$ cat src/rtl/fifo_stream_reader_if.sv
// fifo_stream_reader_if: FIFO read port and valid/ready stream bundle (m_last with FIFO_READER_LAST_EN)
interface fifo_stream_reader_if #(parameter int DATA_WIDTH = 16);
  logic                  fifo_empty;
  logic                  fifo_rd_en;
  logic [DATA_WIDTH-1:0] fifo_data;
  logic                  fifo_valid;
  logic [DATA_WIDTH-1:0] m_data;
  logic                  m_valid;
  logic                  m_ready;
`ifdef FIFO_READER_LAST_EN
  logic                  m_last;
  modport master (input fifo_empty, fifo_data, fifo_valid, m_ready,
                  output fifo_rd_en, m_data, m_valid, m_last);
  modport slave  (output fifo_empty, fifo_data, fifo_valid, m_ready,
                  input fifo_rd_en, m_data, m_valid, m_last);
`else
  modport master (input fifo_empty, fifo_data, fifo_valid, m_ready,
                  output fifo_rd_en, m_data, m_valid);
  modport slave  (output fifo_empty, fifo_data, fifo_valid, m_ready,
                  input fifo_rd_en, m_data, m_valid);
`endif
endinterface

$ cat src/rtl/fifo_stream_reader.sv
// fifo_stream_reader: FIFO read controller with 2-entry skid buffer; FIFO_READER_LAST_EN adds m_last bursts
module fifo_stream_reader #(
  parameter int DATA_WIDTH = 16,
  parameter int CNT_WIDTH  = 16,
  parameter int BURST_LEN  = 8
) (
  input  logic                 clk,
  input  logic                 rst,
  input  logic                 enable,
  fifo_stream_reader_if.master bus,
  output logic                 busy,
  output logic [CNT_WIDTH-1:0] beat_count,
  output logic                 err
);
  typedef enum logic [1:0] {IDLE, RUN, DRAIN} state_t;
  state_t state, state_n;
  logic [1:0] count, count_n, tail;
  logic inflight, inflight_n, rst_d, pop, fv, cap, bad, empty_n;
  logic [DATA_WIDTH-1:0] d0, d1, d0_n, d1_n;
  if (BURST_LEN < 1) begin : g_bad_burst
    $error("BURST_LEN must be >= 1");
  end
  assign bus.m_valid = count != 2'd0;
  assign bus.m_data  = d0;
  assign busy        = state != IDLE;
  always_comb begin
    pop = bus.m_valid & bus.m_ready;
    bus.fifo_rd_en = !rst & enable & !bus.fifo_empty &
                     ({1'b0, count} + {2'b0, inflight} - {2'b0, pop} < 3'd2);
    fv = bus.fifo_valid & !rst_d;
    cap = fv & inflight & (count != 2'd2 | pop);
    bad = fv & !cap;
    count_n = count + {1'b0, cap} - {1'b0, pop};
    inflight_n = bus.fifo_rd_en | (inflight & !bus.fifo_valid);
    tail = count - {1'b0, pop};
    d0_n = cap & tail == 2'd0 ? bus.fifo_data : pop ? d1 : d0;
    d1_n = cap & tail == 2'd1 ? bus.fifo_data : d1;
    empty_n = count_n == 2'd0 & !inflight_n;
    state_n = state == IDLE ? (enable ? RUN : IDLE) : enable ? RUN : empty_n ? IDLE : DRAIN;
  end
  always_ff @(posedge clk) begin
    rst_d <= rst;
    if (rst) begin
      state      <= IDLE;
      count      <= '0;
      inflight   <= 1'b0;
      d0         <= '0;
      d1         <= '0;
      beat_count <= '0;
      err        <= 1'b0;
    end else begin
      state      <= state_n;
      count      <= count_n;
      inflight   <= inflight_n;
      d0         <= d0_n;
      d1         <= d1_n;
      beat_count <= beat_count + CNT_WIDTH'(pop);
      err        <= err | bad;
    end
  end
`ifdef FIFO_READER_LAST_EN
  localparam int BW = $clog2(BURST_LEN + 1);
  logic [BW-1:0] burst_cnt;
  assign bus.m_last = bus.m_valid & (burst_cnt == BW'(BURST_LEN - 1));
  always_ff @(posedge clk) begin
    if (rst) burst_cnt <= '0;
    else if (pop) burst_cnt <= bus.m_last ? '0 : burst_cnt + 1'b1;
  end
`endif
endmodule

$ cat src/flat_wrapper.sv
// flat-port wrapper written by rule: the top's interface ports become plain ports
module fifo_stream_reader_flat 
#(
  parameter int DATA_WIDTH = 16,
  parameter int CNT_WIDTH  = 16,
  parameter int BURST_LEN  = 8
)
  (clk, rst, enable, busy, beat_count, err, bus_fifo_empty, bus_fifo_data, bus_fifo_valid, bus_m_ready, bus_fifo_rd_en, bus_m_data, bus_m_valid);
  fifo_stream_reader_if #(.DATA_WIDTH(DATA_WIDTH)) bus_i ();
  input  logic clk;
  input  logic rst;
  input  logic enable;
  output logic busy;
  output logic [CNT_WIDTH-1:0] beat_count;
  output logic err;
  input wire logic [$bits(bus_i.fifo_empty)-1:0] bus_fifo_empty;
  input wire logic [$bits(bus_i.fifo_data)-1:0] bus_fifo_data;
  input wire logic [$bits(bus_i.fifo_valid)-1:0] bus_fifo_valid;
  input wire logic [$bits(bus_i.m_ready)-1:0] bus_m_ready;
  output wire logic [$bits(bus_i.fifo_rd_en)-1:0] bus_fifo_rd_en;
  output wire logic [$bits(bus_i.m_data)-1:0] bus_m_data;
  output wire logic [$bits(bus_i.m_valid)-1:0] bus_m_valid;
  assign bus_i.fifo_empty = bus_fifo_empty;
  assign bus_i.fifo_data = bus_fifo_data;
  assign bus_i.fifo_valid = bus_fifo_valid;
  assign bus_i.m_ready = bus_m_ready;
  assign bus_fifo_rd_en = bus_i.fifo_rd_en;
  assign bus_m_data = bus_i.m_data;
  assign bus_m_valid = bus_i.m_valid;
  fifo_stream_reader #(.DATA_WIDTH(DATA_WIDTH), .CNT_WIDTH(CNT_WIDTH), .BURST_LEN(BURST_LEN)) u_core (.clk(clk), .rst(rst), .enable(enable), .bus(bus_i), .busy(busy), .beat_count(beat_count), .err(err));
endmodule
$ cat config.mk
export PLATFORM = sky130hd
export DESIGN_NAME = fifo_stream_reader_flat
export DESIGN_NICKNAME = d
export VERILOG_FILES = /design/src/rtl/fifo_stream_reader_if.sv /design/src/rtl/fifo_stream_reader.sv /design/src/flat_wrapper.sv
export SDC_FILE = /design/constraint.sdc
export NUM_CORES = 1
export LEC_CHECK = 0
export ABC_AREA = 1
export BUFFER_PORTS_ARGS = -buffer_cell sky130_fd_sc_hd__buf_4
export CAP_MARGIN = 20
export CORE_ASPECT_RATIO = 1.1
export CORE_MARGIN = 2
export CORE_UTILIZATION = 49
export DETAILED_ROUTE_END_ITERATION = 8
export GPL_TIMING_DRIVEN = 0
export HOLD_SLACK_MARGIN = 0.06
export PLACE_DENSITY = 0.8
export SYNTH_ARGS = -nofsm -noshare
export SYNTH_HDL_FRONTEND = slang
export SYNTH_SLANG_ARGS = --single-unit
$ cat constraint.sdc
create_clock -name clk -period 2.2 [get_ports clk]
set_clock_uncertainty 0.1 [all_clocks]
set_input_delay 0.22 -clock clk [delete_from_list [all_inputs] [get_ports clk]]
set_output_delay 0.22 -clock clk [all_outputs]
set_load 0.05 [all_outputs]
== Word level (Yosys, flattened, before mapping) ==
Cells that the tools add are included.

* Output and inout port bits: 36
* Register bits: 55
* Input bits: 22
* Word-level logic and storage cells: 50

* Bitwise logic cells: 15
* Mux-type cells: 6
* Add/sub/neg operators: 6
* Order comparisons: 1
* Reduce and logical (&&, ||, !) cells: 12
* Equal/unequal tests: 2

{| class="wikitable"
|+ Operators by type and width
! operator !! count
|-
| $mux 16 || 2
|-
| $add 16x1->16 || 1
|-
| $and 1x1->1 || 12
|-
| $logic_not 1->1 || 6
|-
| $logic_not 2->1 || 3
|-
| $mux 2 || 3
|-
| $reduce_bool 2->1 || 3
|-
| $sub 2x1->2 || 2
|-
| $add 2x1->3 || 1
|-
| $lt 3x2->1 const B || 1
|-
| $or 1x1->1 || 3
|-
| $sub 3x1->3 || 1
|-
| $add 2x1->2 || 1
|-
| $eq 2x1->1 const B || 1
|-
| $ne 2x2->1 const B || 1
|-
| $mux 1 || 1
|}

== Depth between registers and ports, before layout ==
* Word-level depth: 11
* Mapped depth: 12
* Mapped depth without buffers: 11

== Worst setup path before layout ==
No wires, ideal clock.

* Path type: register to output
* Start: reg u_core.count[1]
* End: out bus_fifo_rd_en
* Data required time: 1880 ps
* Arrival time: 1860 ps
* Setup slack: 20 ps
* Cell stages (with the launch flop): 9
* Cells stage by stage: dfxtp_1 > nand3_2 > nand2_2 > nand2_1 > fa_1 > inv_1 > nor3_1 > nand3_1 > inv_1

* Cells in the longest elaborated chain, start to end: 5

{| class="wikitable"
|+ RTL lines
! item !! RTL line !! RTL
|-
| start, declared || fifo_stream_reader.sv:17 || <nowiki>logic [1:0] count, count_n, tail;</nowiki>
|-
| start signal, assigned || fifo_stream_reader.sv:53 || <nowiki>count <= count_n;</nowiki>
|-
| parallel branches: the longest is 2 deep, another holds $add 2x1->3 || -- ||
|-
| $sub 3x1->3 * || fifo_stream_reader.sv:29 || <nowiki>({1'b0, count} + {2'b0, inflight} - {2'b0, pop} < 3'd2);</nowiki>
|-
| $lt 3x2->1 * || fifo_stream_reader.sv:29 ||
|-
| $and 1x1->1 * || fifo_stream_reader.sv:28 || <nowiki>bus.fifo_rd_en = !rst & enable & !bus.fifo_empty &</nowiki>
|-
| end, declared || flat_wrapper.sv:20 || <nowiki>output wire logic [$bits(bus_i.fifo_rd_en)-1:0] bus_fifo_rd_en;</nowiki>
|}

Mark *: on every way between the ends.

== Worst setup path after layout ==
* Start: reg u_core.count[0]
* End: out bus_fifo_rd_en

Same word-level chain as after synthesis.

==> summary.md <==
| Metric | Value |
|---|---|
| Run status | `complete, but fails checks` |
| Failing checks | `setup timing` |
| Main synth FF type | `dfxtp_1` |
| Multiplexer share of the synthesized area | `0` |
| CP startpoint | `u_core.count[0]` |
| CP required | `1.88 ns` |
| Starting DRT DRC Count | `between 150 and 200` |
| Rel. slew slack | `0.676` |
| DRC viols | `0` |
| Distinct cells, synth | `32` |
| Fin worst setup slack | `-0.0929 ns` |
| Maximum buffer depth of the clock tree | `2` |
| Crit-path max FO | `4` |
| Final hold violations | `0` |
| RSZ-0062 raised after global routing | `true` |
| Global Route Usage Sum | `0.216` |
| Initial antenna violation count | `0` |
| Tmin final | `~2.3 ns` |
| Non-filler cells, final | `554` |
| Post-DP HPWL | `4.33 mm` |
| First-pass GRT wire length | `10.2 mm` |
| Max VDD drop | `0.299 mV` |
| Final Power | `around 1.8 mW` |
| Largest area contributor in the netlist | `dfxtp_1` |
| Launch point of the worst hold path | `bus_fifo_data[4]` |
| Xor/xnor share of the synthesized area | `0.00326` |
| Syn_area_per_cell | `roughly 6.8 µm²` |
| Fmax | `436 MHz` |
| Critical path type | `reg -> out` |
| Max-slew violations | `0` |
| Gpl congestion | `0.825` |
| Pwr dens | `523 mW/mm²` |
| Die W | `74.6 µm` |
| Root buf cell | `clkbuf_8` |
| Synth Area in Adders | `0.0261` |
| Slowest CP cell | `fa_1` |
| Fin crit share | `1.04` |
| Gr ovfl total | `0` |
| P_leak | `between 1 and 1.5 nW` |
| Crit path launch type | `register` |
| Asr flop ratio synth | `0` |
| Critical path's largest stage delay | `~0.50 ns` |
| Final Instance Area | `0.00352 mm²` |
| Post-Syn Area | `0.00269 mm²` |
| Routed WL | `6.10 mm` |
| # fillers | `503` |
| Area growth syn-to-layout | `31.1%` |
| Setup Viol. Count Final | `1` |
| Post-DP Area | `0.00321 mm²` |
| Vias/cell | `between 4 and 5` |
| Die Ht | `81.7 µm` |
| Register area | `0.00111 mm²` |
| Top cells by area, synth | `dfxtp_1 41%, nor2_1 14%, nand2_1 9.9%, inv_1 8.1%, nor3_1 4.1%` |
| Commonest non-fill, non-tap cell in the layout | `nor2_1` |
| Number of global-route vias before repair | `2,351` |
| Yosys top cell area share | `0.410` |
| Number of synthesized register bits | `55` |
| TritonRoute pass-1 iters | `4` |
| Reg-to-Reg Start | `u_core.count[0]` |
| Sequential fraction of the synthesis area | `0.410` |
| CP Cell Sequence | `inv_4 > nand3_4 > nand2_4 > nand2_2 > fa_1 > inv_2 > nor3_2 > nand3_1 > inv_1 > buf_6` |
| Final net count | `505` |
| Post-Syn Nets | `424` |
| I/O pins | `58` |
| Clock tree from TritonCTS | `built` |
| Core area | `0.00533 mm²` |
| Antenna diode count | `0` |
| Pre-CTS WS | `-0.247 ns` |
| Rows | `28` |
| Synth Area in Simple Gates | `0.356` |
| Largest family of logic cells by synthesized area | `simple AND/OR/NAND/NOR gates` |
| Drt wl/cell | `11.0 µm` |
| Hold path cells | `3` |
| # placed instances | `529` |
| Detail Route Antenna Nets | `0` |
| Initial core utilization | `0.504` |
| Commonest cells after routing, fill and taps aside | `98 x nor2_1, 69 x nand2_1, 63 x buf_4` |
| Footprint of the multi-input gates | `0.00128 mm²` |
| H-Tree Depth | `2` |
| Worst Reg-to-Reg Cells | `11` |
| Post-synth EDFFs | `0` |
| Critical Path AT | `1.97 ns` |
| Hold/Removal Path Class | `in -> reg` |
| Compound-Gate Fraction of Synth Area | `0.0801` |
| Pin count of the biggest net entering global routing | `19` |
| Post-Synthesis Cells | `397` |
| Clock tree sinks | `55` |
| TritonCTS buffer count | `5` |
| Die Area | `0.00609 mm²` |
| Layout cell share with drive strength beyond 1 | `0.217` |
| Clock Pin Slew Worst Setup and Hold Paths | `0.10 ns` |
| Critical path capture point type | `output port` |
| Slew @ Worst Pin | `between 0.4 and 0.5 ns` |
| Clk_lat worst skew | `approximately 0.32 ns` |
| IO Port Bufs | `57` |
| Max-capacitance violation count | `0` |
| R2r setup slk | `0.18 ns` |
| Detailed-route via count | `2,593` |
| Syn. warnings | `0` |
## where the power goes
part / total (mW) / internal [mW] / leakage [nW] / switching, mW
sequential: 1.00 / 1.00 / 0.446 / 0.00414
combinational: 0.154 / 0.0679 / 0.974 / 0.0861
clock: 0.684 / 0.340 / 0.0581 / 0.345
## timing repair
action	in CTS	in global routing
endpoints found under the hold margin	13	0
pin swaps	2	3
hold buffers	12	0
resized for setup	11	2
setup endpoints to repair	7	5
setup buffers	3	3
## layer usage
metal | vias up | global-route usage | routed length (µm)
met4 | 0 | 0.0839 | 87
met1 | 1159 | 0.248 | 2650
li1 | 1375 | - | -
met2 | 53 | 0.388 | 3100
met5 | - | 0 | 0
met3 | 6 | 0.0442 | 269
## through the flow
step	hold WS, ns	util	setup TNS (ns)
after floorplan	0.148	-	0
after global placement	0.250	0.602	-0.348
after detailed placement	0.250	0.602	-0.644
after CTS	0.0675	0.656	-0.113
after global routing	0.0787	0.661	-0.223
final	0.0667	0.661	-0.0929
## critical path, delay by kind of cell (launching register included)
family	cells	cell delay, ns
buf+inv	4	0.33
fa+ha+maj	1	0.50
flops	1	0.38
simple gates	5	0.45
## flip-flops by register name (all words and copies together) (netlist names)
| name | flops |
|---|---|
| u_core.beat_count | 16 |
| u_core.bus.m_data | 16 |
| u_core.d1 | 16 |
| u_core.count | 2 |
| u_core.state | 2 |
| u_core.err | 1 |
| u_core.inflight | 1 |
| u_core.rst_d | 1 |
## logic make-up (layout without fill, tap and decap cells)
| family | Yosys count | count (layout) |
|---|---|---|
| compound gates | 40 | 40 |
| xor+xnor | 1 | 1 |
| fa+ha+maj | 5 | 5 |
| buf+inv | 77 | 159 |
| flops | 55 | 55 |
| simple gates | 219 | 219 |
## final timing paths
path                          endpoint
setup / recovery        bus_fifo_rd_en
hold / removal            u_core.d1[4]
setup reg to reg  u_core.bus.m_data[2]
hold reg to reg             u_core.err
## layout make-up
type                       instances  share of cell area
inverter                          64              0.0696
clock buffer                       5              0.0195
clock inverter                     3              0.0124
tap                               75              0.0266
sequential                        55               0.315
timing repair buffer              75               0.169
multi-input combinational        265               0.363
buffer                            12              0.0249
## cell usage after synthesis (2+ instances only)
cell type,n
o21ai_1,10
inv_2,5
dfxtp_1,55
nand3_1,9
nand2_1,71
ha_1,4
inv_1,58
buf_6,5
nand4_1,5
nor2_1,98
a21oi_1,13
or2_2,2
nor3_1,22
nand3_2,2
nor2_2,3
o21ai_0,14
buf_2,2
clkbuf_1,5
Power figures use the tool's default switching activity.
